===== config.mk =====
export PLATFORM = sky130hd
export DESIGN_NAME = pc_seq_ctrl
export DESIGN_NICKNAME = d
export VERILOG_FILES = /design/src/rtl/pc_seq_ctrl.sv
export SDC_FILE = /design/constraint.sdc
export NUM_CORES = 1
export LEC_CHECK = 0
export BUFFER_PORTS_ARGS = -buffer_cell sky130_fd_sc_hd__buf_2
export CAP_MARGIN = 10
export CELL_PAD_IN_SITES_DETAIL_PLACEMENT = 1
export CELL_PAD_IN_SITES_GLOBAL_PLACEMENT = 1
export CORE_MARGIN = 2
export CORE_UTILIZATION = 30
export CTS_CLUSTER_SIZE = 24
export DETAILED_ROUTE_END_ITERATION = 16
export GPL_ROUTABILITY_DRIVEN = 1
export PLACE_DENSITY = 0.85
export SLEW_MARGIN = 15
export SYNTH_ARGS = -nofsm -noshare
export SYNTH_HDL_FRONTEND = slang
export SYNTH_SLANG_ARGS = --single-unit

===== constraint.sdc =====
create_clock -name clk -period 1.94 [get_ports clk]
set_input_delay 0.194 -clock clk [delete_from_list [all_inputs] [get_ports clk]]
set_output_delay 0.194 -clock clk [all_outputs]
set_load 0.02 [all_outputs]

===== src/rtl/pc_seq_ctrl.sv =====
// Instruction-sequencing FSM: steers the PC input mux and raises the fetch,
// vector, extension-word and interrupt strobes for each instruction phase.
module pc_seq_ctrl #(
  parameter logic [15:0] RESET_VECTOR = 16'hFFFE,
  parameter logic [15:0] IRQ_VEC_BASE = 16'hFFE0
) (
  input  logic        clk,
  input  logic        rst,
  input  logic [1:0]  dec_ext_cnt,
  input  logic        dec_is_jump,
  input  logic        jump_taken,
  input  logic        exec_done,
  input  logic        exec_pc_wr,
  input  logic        irq_pending,
  input  logic [3:0]  irq_num,
  input  logic        gie,
  input  logic        halt_req,
  input  logic        push_done,
  output logic [2:0]  pc_sel,
  output logic        mem_rd,
  output logic        vec_fetch,
  output logic [15:0] vec_addr,
  output logic        ir_load,
  output logic        ext_load,
  output logic        ext_idx,
  output logic        exec_en,
  output logic        irq_push,
  output logic        irq_ack,
  output logic [3:0]  dbg_state
);

  // Handshake note: there is no valid/ready pairing here. Every strobe is a
  // single-cycle qualifier decoded from the current state; the datapath acts
  // on it in the same cycle because memory reads are combinational.

  localparam logic [2:0] PC_MDB  = 3'd0;
  localparam logic [2:0] PC_CALC = 3'd2;
  localparam logic [2:0] PC_HOLD = 3'd3;
  localparam logic [2:0] PC_INC  = 3'd4;

  typedef enum logic [3:0] {
    S_RESET  = 4'd0,
    S_FETCH  = 4'd1,
    S_DECODE = 4'd2,
    S_EXT    = 4'd3,
    S_EXEC   = 4'd4,
    S_JUMP   = 4'd5,
    S_IRQ    = 4'd6,
    S_VEC    = 4'd7,
    S_HALT   = 4'd8
  } state_t;

  state_t     state;
  state_t     state_next;
  state_t     boundary_state;
  logic [1:0] ext_cnt;
  logic [1:0] ext_cnt_next;
  logic       ext_pos;
  logic       ext_pos_next;
  logic [1:0] dec_cnt;
  logic       irq_take;

  assign dbg_state = state;

  // An encoding of 3 extension words is not legal; clamp it to 2.
  assign dec_cnt  = (dec_ext_cnt == 2'd3) ? 2'd2 : dec_ext_cnt;
  assign irq_take = irq_pending & gie;

  // Where control goes at an instruction boundary.
  always_comb begin
    boundary_state = S_FETCH;
    if (irq_take) begin
      boundary_state = S_IRQ;
    end else if (halt_req) begin
      boundary_state = S_HALT;
    end
  end

  always_ff @(posedge clk or posedge rst) begin
    if (rst) begin
      state   <= S_RESET;
      ext_cnt <= 2'd0;
      ext_pos <= 1'b0;
    end else begin
      state   <= state_next;
      ext_cnt <= ext_cnt_next;
      ext_pos <= ext_pos_next;
    end
  end

  always_comb begin
    state_next   = state;
    ext_cnt_next = ext_cnt;
    ext_pos_next = ext_pos;
    pc_sel       = PC_HOLD;
    mem_rd       = 1'b0;
    vec_fetch    = 1'b0;
    vec_addr     = RESET_VECTOR;
    ir_load      = 1'b0;
    ext_load     = 1'b0;
    ext_idx      = 1'b0;
    exec_en      = 1'b0;
    irq_push     = 1'b0;
    irq_ack      = 1'b0;

    case (state)
      S_RESET: begin
        vec_fetch  = 1'b1;
        mem_rd     = 1'b1;
        pc_sel     = PC_MDB;
        state_next = S_FETCH;
      end
      S_FETCH: begin
        mem_rd     = 1'b1;
        ir_load    = 1'b1;
        pc_sel     = PC_INC;
        state_next = S_DECODE;
      end
      S_DECODE: begin
        // Extension words are fetched even for jumps; EXEC then follows.
        if (dec_cnt != 2'd0) begin
          ext_cnt_next = dec_cnt;
          ext_pos_next = 1'b0;
          state_next   = S_EXT;
        end else if (dec_is_jump) begin
          state_next = S_JUMP;
        end else begin
          state_next = S_EXEC;
        end
      end
      S_EXT: begin
        mem_rd       = 1'b1;
        ext_load     = 1'b1;
        ext_idx      = ext_pos;
        pc_sel       = PC_INC;
        ext_cnt_next = ext_cnt - 2'd1;
        ext_pos_next = 1'b1;
        if (ext_cnt <= 2'd1) begin
          state_next = S_EXEC;
        end
      end
      S_EXEC: begin
        exec_en = 1'b1;
        if (exec_done) begin
          pc_sel     = exec_pc_wr ? PC_CALC : PC_HOLD;
          state_next = boundary_state;
        end
      end
      S_JUMP: begin
        pc_sel     = jump_taken ? PC_CALC : PC_HOLD;
        state_next = boundary_state;
      end
      S_IRQ: begin
        irq_push = 1'b1;
        if (push_done) begin
          state_next = S_VEC;
        end
      end
      S_VEC: begin
        vec_fetch  = 1'b1;
        vec_addr   = IRQ_VEC_BASE + {11'd0, irq_num, 1'b0};
        mem_rd     = 1'b1;
        pc_sel     = PC_MDB;
        irq_ack    = 1'b1;
        state_next = S_FETCH;
      end
      S_HALT: begin
        // A wake-up interrupt beats a still-asserted halt request.
        if (irq_take) begin
          state_next = S_IRQ;
        end else if (!halt_req) begin
          state_next = S_FETCH;
        end
      end
      default: begin
        state_next = S_RESET;
      end
    endcase

    // Outputs stay quiet for as long as reset is held.
    if (rst) begin
      pc_sel    = PC_HOLD;
      mem_rd    = 1'b0;
      vec_fetch = 1'b0;
      vec_addr  = RESET_VECTOR;
      ir_load   = 1'b0;
      ext_load  = 1'b0;
      ext_idx   = 1'b0;
      exec_en   = 1'b0;
      irq_push  = 1'b0;
      irq_ack   = 1'b0;
    end
  end

endmodule


; Word-level counts from Yosys, hierarchy flattened
; Cells that the tools add are included.
[word_totals]
register_bits = 7
out_inout_bits = 31
elab_cells = 67
[classes]
n_addsub = 2
n_lt_le_gt_ge = 1
eq_ne = 14
mux = 38
bitwise_logic = 1
n_reduce_logical = 8
[ops]
columns = operator, count
row1 = $mux W16, 2
row2 = $pmux W4 S8, 1
row3 = $mux W4, 7
row4 = $mux W1, 21
row5 = $eq A4 B3 Y1 const B, 4
row6 = $pmux W3 S4, 1
row7 = $eq A4 B2 Y1 const B, 2
row8 = $ne A2 B2 Y1 const B, 4
row9 = $add A6 B6 Y7 const A, 1
row10 = $mux W3, 2
row11 = $eq A4 B1 Y1 const B, 1
row12 = $eq A4 B4 Y1 const B, 1
row13 = $logic_not A4 Y1, 1
row14 = $mux W2, 2
row15 = $pmux W2 S2, 1
row16 = $reduce_and A4 Y1, 1
row17 = $reduce_bool A2 Y1, 2
row18 = $reduce_or A2 Y1, 2
row19 = $reduce_or A4 Y1, 1
row20 = $ne A3 B3 Y1 const B, 1
row21 = $eq A2 B2 Y1 const B, 1
row22 = $le A2 B1 Y1 const B, 1
row23 = $pmux W1 S2, 1
row24 = $reduce_and A2 Y1, 1
row25 = 2 further kinds, 2

; Logic depth before layout (Yosys ltp)
; Gate-level depths: netlist of run 1.
[depth]
depth_word = 5
depth_mapped = 6

; Worst setup path after synthesis of run 1
; Ideal clock, no wire load.
[synth_path]
path_kind = register -> output
startpoint = register state[0], in the netlist dbg_state[0]
endpoint = output port ir_load
t_arrival_ns = 1.743
t_required_ns = 1.746
path_slack_ns = 0.003
path_stages_with_launch = 5
n_path_buf = 1
cell_sequence = dfrtp_1 > clkbuf_4 > inv_2 > nor4_2 > nor2b_1
[synth_between]
elab_chain_len = 3
[synth_lines]
columns = item, line
row1 = "start, declared", 53  ; state_t state;
row2 = "start signal, assigned", 85  ; state <= state_next;
row3 = $eq A4 B1 Y1, 106  ; case (state)
row4 = $mux W1, 106
row5 = $mux W1, 181  ; if (rst) begin
row6 = "end, declared", 23  ; output logic ir_load,
; No other way between the ends.

; Worst setup path in the final report of run 1
[layout_path]
startpoint = register state[2], in the netlist dbg_state[2]
endpoint = output port vec_fetch
[layout_between]
elab_chain_len = 4
elab_cells_between_ends = 5
[layout_lines]
columns = item, line
row1 = $eq A4 B3 Y1 / $logic_not A4 Y1 (equally long branches), 106
row2 = $reduce_or A2 Y1 (no source line) (*), --
row3 = $mux W1 (*), 106
row4 = $mux W1 (*), 181
row5 = "end, declared", 21  ; output logic vec_fetch,
; Every way passes the cells marked *; elsewhere a longest branch is shown, timed or not.

==> flow_summary.yaml, run 1 <==
critical_path:
  crit_path_start_kind: "register"
  crit_required_ps: 1750
  cp_num_buf_inv: 2
  cp_slowest_cell: "dfrtp_1"
  crit_path_max_fanout: 9
  arrival_ps: 1650
  crit_chain: "buf_4 -> or3_1 -> a211oi_1 -> buf_2"
  cp-end-kind: "output pin"
  crit_type: "register to output pin"
  cp_top_family: "flip-flops"
  cpPeakStageDelay_ps: 430
pwr:
  p_int_mw: 0.715
  power_density_nw_per_um2: 1410
  report.power.total_mw: 1.44
  power_frac_seq_pct: 20.6
  pwr-share-comb_pct: 70.0
  p_sw_share_pct: 50.2
  p_clk_share_pct: 9.4
  power_leakage_nw: 0.510
  power_switching_mw: 0.720
  vdd_drop_max_uv: 549
job:
  maxCapViolCount: 0
worst_hold_path:
  hold_class: "input port to register"
timing:
  hold_viol_final: 0
  fin_crit_sh_pct: 94.9
  setup_viol: 0
  max_freq_mhz: 543
  setup_ws_ps: 98.9
  fin_skew_ps: 13.6
  min_period_ps: 1840
  slew_viol_final: 0
  setup_tns_ps: 0
  rsz0062_at_grt: "false"
  whs_ps: 243
floorplanning:
  dieArea_um2: 3280
  core_um2: 2730
  rows: 19
  initial_core_util_pct: 31.2
  die_h_um: 57.3
  ioPinCount: 47
  die_w_um: 57.3
clock_network:
  cts_num_sinks: 7
  clk_transition_reported_paths_ps: 50
  cts_max_path_buffers: 2
  root_buffer: "clkbuf_4"
  numCtsBuffers: 3
  postCtsSetupBuffers: 0
  htreeDepth: 1
  clk_latency_ps: 260
  cts_tree: "yes"
placed_design:
  post-dp-hpwl_um: 1930
  gp_congestion: 0.861
  port_buffers: 34
  dp.cells: 167
  pre_cts_slack_ps: 264
cells_and_area:
  fin_nets: 159
  multiInputGateArea_um2: 520
  drive_above_1_share_pct: 38.3
  antenna_cells: 0
  final_cells: 172
  n_fill_cell: 364
  syn_to_final_growth_pct: 19.5
  regArea_um2: 176
grt:
  first_global_vias: 876
  use_met2_pct: 26.3
  grt-ovfl-total: 0
  antenna_found_initial: 0
  grt_pass1_wl_um: 3710
  grt_use_met3_pct: 3.63
  grtUsageMet1_pct: 15.8
  grt_max_degree: 15
  grt_usage_pct: 14.5
  grt.busiest_layer: "met2"
drt:
  drc_errors: 0
  wl_um: 2270
  first_iter_violations: 16
  wire_per_inst_um: 13.2
  viasPerCell: 5.15
  vias: 885
  ant_nets: 0
  drt_pass1_iterations: 4
outcome:
  outcome: "complete, no violations"
yosys:
  synth_most_common_cell: "buf_4"
  yosysSeqAreaShare_pct: 20.6
  synth-seq-cells: 7
  synth_area_leaders: "dfrtp_1, buf_4, clkbuf_8, o21ai_0, a211oi_1"
  netlist.top_cell.by_area: "dfrtp_1"
  avgSynthCellArea_um2: 8.19
  synth-edff-count: 0
  synthTopCellsByCount: "buf_4, o21ai_0, dfrtp_1, a211oi_1, inv_1"
  synthFlopType: "dfrtp_1"
  syn-instance-count: 104
  synth_cell_types: 42
  yosysWarnings: 0
  async_flop_share_pct: 100
  syn_area_um2: 852
  synth_top_area_share_pct: 20.6
metal layers:
metal / share of wire [%] / routed length, um / vias up
li1: - / - / 415
met1: 40 / 905 / 421
met2: 50 / 1140 / 47
met3: 9.6 / 218 / 2
met4: 0.57 / 13 / 0
met5: 0 / 0 / -
area by class of cell:
cell class	count	area share (%)
Sequential cell	7	17.3
Clock buffer	3	2.21
Clock inverter	1	0.491
Timing Repair Buffer	42	22.9
Tap cell	31	3.81
Inverter	6	2.21
Multi-Input combinational cell	82	51.1
per-stage QoR:
| stage | cell area [um2] | utilization [%] |
|---|---|---|
| global route | 1020 | 37.3 |
| finish | 1020 | 37.3 |
| global placement | 980 | 35.8 |
| floorplan | 890 | - |
| CTS | 1020 | 37.3 |
| detailed placement | 980 | 35.8 |
sequential cells by signal, summed over array words and instances, names as in the netlist:
name / flops
dbg_state: 4
ext_pos: 1
ext_cnt: 2
power by group through the flow:
stage,logic (mW),registers [mW],clock network (mW)
after detailed placement,1.01,0.299,0
after global routing,1.12,0.306,0.150
final,1.01,0.296,0.135
after CTS,1.01,0.298,0.144
after global placement,0.982,0.290,0
after floorplan,0.790,0.302,0
placed cells by master (no fill, tap or decap), drive strengths merged:
master / count
mux2: 1
or3: 1
a21oi: 4
nand3b: 1
ha: 1
nand2: 4
mux2i: 1
nor4b: 2
nor4: 2
and2: 2
or3b: 2
o21ai: 11
nand4b: 1
a21o: 1
dlygate4sd3: 1
nor2b: 4
a211oi: 5
nor2: 3
nor3b: 2
conb: 12
nor3: 3
clkinv: 1
o32ai: 1
clkbuf: 3
dfrtp: 7
or2: 4
a22o: 2
nand3: 3
inv: 6
a31oi: 2
a211o: 1
and3: 4
nand2b: 2
buf: 41
kinds of logic after synthesis:
| logic type | synth area share [%] |
|---|---|
| other | 0.881 |
| DFF | 20.6 |
| muxes | 2.50 |
| and+or+nand+nor | 31.7 |
| buffers and inverters | 22.8 |
| adders and majority gates | 1.47 |
| AOI/OAI and AO/OA | 20.1 |
worst paths after layout:
check | endpoint | start | cells past startpoint | slack [ps]
max in group asynchronous | dbg_state[0]$_DFFE_PP0P_ | rst | 3 | 1220
min in group asynchronous | dbg_state[1]$_DFFE_PP0P_ | rst | 3 | 490
hold / removal | dbg_state[3]$_DFFE_PP0P_ | halt_req | 2 | 240
hold reg to reg | ext_pos$_DFFE_PP0P_ | ext_pos$_DFFE_PP0P_ | 1 | 510
setup reg to reg | dbg_state[2]$_DFFE_PP0P_ | dbg_state[2]$_DFFE_PP0P_ | 5 | 400
setup / recovery | vec_fetch | dbg_state[2]$_DFFE_PP0P_ | 4 | 100
what timing repair did:
item | 4_1_cts | 5_1_grt
hold buffers | 1 | 0
endpoints found under the setup margin | 4 | 0
gates resized for setup | 1 | 0
endpoints found under the hold margin | 7 | 0
(Power assumes the default switching activity.)
==> run 2, diff against run 1 <==
--- a/config.mk
+++ b/config.mk
@@ -5,12 +5,13 @@
 export SDC_FILE = /design/constraint.sdc
 export NUM_CORES = 1
 export LEC_CHECK = 0
+export ABC_AREA = 1
 export BUFFER_PORTS_ARGS = -buffer_cell sky130_fd_sc_hd__buf_2
 export CAP_MARGIN = 10
 export CELL_PAD_IN_SITES_DETAIL_PLACEMENT = 1
 export CELL_PAD_IN_SITES_GLOBAL_PLACEMENT = 1
 export CORE_MARGIN = 2
-export CORE_UTILIZATION = 30
+export CORE_UTILIZATION = 26
 export CTS_CLUSTER_SIZE = 24
 export DETAILED_ROUTE_END_ITERATION = 16
 export GPL_ROUTABILITY_DRIVEN = 1
==> flow_summary.yaml, run 2 <==
critical_path:
  arrival_ps: 1450
  crit_path_max_fanout: 10
  crit_path_start_kind: "input port"
  r2r_start: "dbg_state[2]$_DFFE_PP0P_"
  crit_required_ps: 1750
  cp-end-kind: "output pin"
  crit_type: "input port to output pin"
  cp-startpoint: "rst"
yosys:
  synthFlopType: "dfrtp_1"
  avgSynthCellArea_um2: 5.89
  netlist.top_cell.by_area: "dfrtp_1"
  synth-seq-cells: 7
  synth_top_family_by_area: "simple AND/OR/NAND/NOR gates"
  syn-instance-count: 127
  synth_cell_types: 19
  synth_fa_ha_area_share_pct: 1.67
  yosysSeqAreaShare_pct: 23.4
  synth_mux_area_share_pct: 0
  synth-edff-count: 0
  synthTopCellsByCount: "nand2_1, inv_1, nor2_1, buf_4, nand3_1"
  synth_most_common_cell: "nand2_1"
  synth_area_leaders: "dfrtp_1, nand2_1, buf_4, inv_1, nor2_1"
  async_flop_share_pct: 100
  synth-simple-area-share_pct: 42.5
  synth_top_area_share_pct: 23.4
  synth_compound_area_share_pct: 6.86
  syn_area_um2: 748
  synth_xor_area_share_pct: 0
  yosysWarnings: 0
floorplanning:
  die_h_um: 57.6
  initial_core_util_pct: 27.4
  rows: 19
  core_um2: 2730
  ioPinCount: 47
  die_w_um: 57.6
  dieArea_um2: 3320
drt:
  ant_nets: 0
  viasPerCell: 4.32
  vias: 838
  drt_pass1_iterations: 4
  drc_errors: 0
  first_iter_violations: 7
  wire_per_inst_um: 10.4
  wl_um: 2020
clock_network:
  cts_max_path_buffers: 2
  postCtsSetupBuffers: 0
  clk_latency_ps: 250
  cts_resized: 0
  cts_num_sinks: 7
  clk_transition_reported_paths_ps: 50
  htreeDepth: 1
  numCtsBuffers: 3
  cts_tree: "yes"
  root_buffer: "clkbuf_4"
grt:
  grt_pass1_wl_um: 3400
  grt-ovfl-total: 0
  first_global_vias: 829
  grt_usage_pct: 13.3
  grt_max_degree: 11
  antenna_found_initial: 0
cells_and_area:
  final_cells: 194
  final_common_cell: "buf_2"
  fin_nets: 181
  largest_register_ffs: 4
  most-common-layout-cells: "buf_2, nand2_1, inv_1, nor2_1, conb_1"
  antenna_cells: 0
  drive_above_1_share_pct: 28.8
  syn_to_final_growth_pct: 25.3
timing:
  setup_ws_ps: 293
  hold_viol_final: 0
  fin_crit_sh_pct: 84.9
  slew_viol_final: 0
  setup_viol: 0
  fin_skew_ps: 2.15
  min_period_ps: 1650
  max_freq_mhz: 607
  rsz0062_at_grt: "false"
  setup_tns_ps: 0
placed_design:
  pre_cts_slack_ps: 570
  dp.cells: 189
  post-dp-hpwl_um: 1760
  port_buffers: 34
  gp_congestion: 0.749
pwr:
  vdd_drop_max_uv: 483
  power_leakage_nw: 0.589
  power_density_nw_per_um2: 1280
worst_hold_path:
  min-delay-start: "dec_ext_cnt[1]"
  hold_class: "input port to register"
job:
  maxCapViolCount: 0
outcome:
  outcome: "complete, no violations"
-- run 2: cell types whose count changed after synthesis, moves of 5 or more --
cell / delta
nand3_1: +5
o21ai_0: -5
nand2_1: +29
nor2_1: +12
inv_1: +18
a211oi_1: -5
-- run 2: path summary, 6_finish.rpt --
| check | to | slack [ps] | depth (start not counted) |
|---|---|---|---|
| setup / recovery | mem_rd | 290 | 6 |
| hold / removal | ext_cnt[1]$_DFFE_PP0P_ | 230 | 3 |
| setup reg to reg | dbg_state[2]$_DFFE_PP0P_ | 580 | 7 |
| hold reg to reg | ext_pos$_DFFE_PP0P_ | 560 | 2 |
| max in group asynchronous | dbg_state[1]$_DFFE_PP0P_ | 1220 | 3 |
| min in group asynchronous | dbg_state[0]$_DFFE_PP0P_ | 510 | 3 |
-- run 2: metrics by stage --
| stage | hold slack, ps | instance area, um2 | util, % | power [mW] |
|---|---|---|---|---|
| finish | 225 | 937 | 34.3 | 1.20 |
| global route | 257 | 937 | 34.3 | 1.33 |
| global placement | 247 | 901 | 33.0 | 1.05 |
| CTS | 211 | 937 | 34.3 | 1.21 |
| floorplan | 248 | 786 | - | 0.860 |
| detailed placement | 242 | 901 | 33.0 | 1.07 |
-- run 2: cell type report --
class,count,area [um2]
fill,393,1800
tap,31,38.8
inverter,24,90.1
timing repair buffer,35,180
clock buffer,4,26.3
multi-input combinational,93,427
sequential,7,175
-- run 2: repair_timing --
item	4_1_cts	5_1_grt
endpoints found under the hold margin	7	0
hold buffers	1	0
endpoints found under the setup margin	0	0
-- run 2: cell families after synthesis --
family | after synthesis
other | 2
adders and majority gates | 1
DFF | 7
buffers and inverters | 37
and+or+nand+nor | 71
AOI/OAI and AO/OA | 9
-- run 2: worst max-delay path: stages --
cell and delay [ps]:
dlygate4sd3_1 530, buf_2 190, nor3_1 240, nand2_1 90
inv_1 60, buf_2 150
-- run 2: metal layers --
layer  vias up  GRT usage (%)  part of all wire (%)
met5         -              0                     0
met4         0           11.6                   3.9
met3         7          0.893                   7.3
met1       367           15.4                    41
li1        430              -                     -
met2        34           21.9                    47
-- run 2: power breakdown --
group | internal, mW | switching, mW | total (mW)
Clock | 0.0785 | 0.0539 | 0.132
Combinational | 0.249 | 0.527 | 0.776
Sequential | 0.214 | 0.0739 | 0.288
Total | 0.541 | 0.655 | 1.20
==> run 3, diff against run 2 <==
==> constraint.sdc (replaced) <==
create_clock -name clk -period 1.6 [get_ports clk]
set_input_delay 0.16 -clock clk [delete_from_list [all_inputs] [get_ports clk]]
set_output_delay 0.16 -clock clk [all_outputs]
set_load 0.02 [all_outputs]
==> flow_summary.yaml, run 3 (synthesis gave the netlist of run 2 again) <==
pwr:
  power_density_nw_per_um2: 1610
  vdd_drop_max_uv: 700
  power_leakage_nw: 0.626
placed_design:
  post-dp-hpwl_um: 1780
  gp_congestion: 0.748
  port_buffers: 34
  pre_cts_slack_ps: 254
critical_path:
  crit_required_ps: 1440
  cp-startpoint: "dbg_state[1]$_DFFE_PP0P_"
  cp_top_family: "flip-flops"
  cp_slowest_cell: "dfrtp_2"
  arrival_ps: 1360
  cp_num_buf_inv: 3
  cpPeakStageDelay_ps: 410
  crit_path_max_fanout: 5
  crit_chain: "buf_4 -> nand2_1 -> nor2_4 -> inv_1 -> nor2_1 -> buf_2"
  crit_path_start_kind: "register"
  cp-end-kind: "output pin"
  r2r_start: "dbg_state[1]$_DFFE_PP0P_"
  crit_type: "register to output pin"
timing:
  hold_viol_final: 0
  fin_crit_sh_pct: 95.3
  setup_viol: 0
  min_period_ps: 1520
  slew_viol_final: 0
  setup_ws_ps: 75.6
  fin_skew_ps: 0.335
  max_freq_mhz: 656
grt:
  first_global_vias: 860
  grt_pass1_wl_um: 3480
  antenna_found_initial: 0
  grt-ovfl-total: 0
  grt_max_degree: 11
  grt_usage_pct: 13.6
clock_network:
  cts_max_path_buffers: 2
  htreeDepth: 1
  numCtsBuffers: 3
  cts_num_sinks: 7
  clk_latency_ps: 250
  clk_transition_reported_paths_ps: 50
  cts_tree: "yes"
  root_buffer: "clkbuf_4"
floorplanning:
  die_w_um: 57.6
  core_um2: 2730
  dieArea_um2: 3320
  ioPinCount: 47
  initial_core_util_pct: 27.4
  die_h_um: 57.6
  rows: 19
cells_and_area:
  n_fill_cell: 385
  drive_above_1_share_pct: 37.4
  final_util_pct: 37.8
  syn_to_final_growth_pct: 38.0
  antenna_cells: 0
  most-common-layout-cells: "nand2_1, buf_2, inv_1, nor2_1, conb_1"
  fin_nets: 189
  largest_register_ffs: 4
worst_hold_path:
  hold_class: "input port to register"
  min-delay-start: "dec_ext_cnt[1]"
drt:
  viasPerCell: 4.51
  vias: 911
  first_iter_violations: 12
  drc_errors: 0
  ant_nets: 0
  wl_um: 2300
  wire_per_inst_um: 11.4
  drt_pass1_iterations: 3
outcome:
  outcome: "complete, no violations"
job:
  maxCapViolCount: 0
[run 3: cell types whose count changed in the layout (fill, tap and decap cells not counted), sizes merged]
cell / previous run / this run
buf: 34 / 42
[run 3: what timing repair did]
item / CTS / global route
gates resized for setup: 4 / 9
setup buffers: 2 / 6
hold buffers: 1 / 0
pin swaps: 1 / 3
endpoints found under the hold margin: 7 / 0
endpoints found under the setup margin: 6 / 11
[run 3: cell type report]
type	instances	area (um2)	share of cell area, %
Multi-Input combinational cell	93	452	43.8
Clock buffer	4	26.3	2.55
Timing Repair Buffer	43	245	23.8
Sequential cell	7	180	17.5
Tap cell	31	38.8	3.76
Inverter	24	90.1	8.73
[run 3: worst min-delay path, delay by kind of cell]
| family | cells | cell delay, ps |
|---|---|---|
| compound gates | 1 | 90 |
| simple gates | 1 | 70 |
| buf+inv | 1 | 90 |
[run 3: final timing paths]
path | endpoint | slack, ps | depth (start not counted)
setup / recovery | irq_push | 80 | 6
hold / removal | ext_cnt[1]$_DFFE_PP0P_ | 190 | 3
setup reg to reg | dbg_state[0]$_DFFE_PP0P_ | 140 | 9
hold reg to reg | ext_pos$_DFFE_PP0P_ | 570 | 2
max in group asynchronous | dbg_state[2]$_DFFE_PP0P_ | 860 | 3
min in group asynchronous | ext_pos$_DFFE_PP0P_ | 510 | 3
[run 3: metal layers]
metal	global-route usage (%)	up-vias	part of all wire [%]
li1	-	448	-
met1	14.7	414	40
met2	23.5	38	48
met3	1.12	11	6.7
met4	12.0	0	5.1
met5	0	-	0
[run 3: where the power goes]
group	switching (mW)	internal, mW	total (mW)
logic	0.721	0.419	1.14
registers	0.0936	0.268	0.361
clock network	0.0661	0.0952	0.161
[run 3: metrics by stage]
step | area, um2 | instances | setup TNS [ps] | total power [mW] | hold slack, ps
after CTS | 961 | 196 | 0 | 1.53 | 181
after global routing | 1030 | 202 | -45.9 | 1.82 | 219
after floorplan | 786 | 137 | 0 | 1.04 | 214
after global placement | 901 | 189 | 0 | 1.27 | 213
after detailed placement | 901 | 189 | 0 | 1.30 | 212
final | 1030 | 202 | 0 | 1.66 | 188
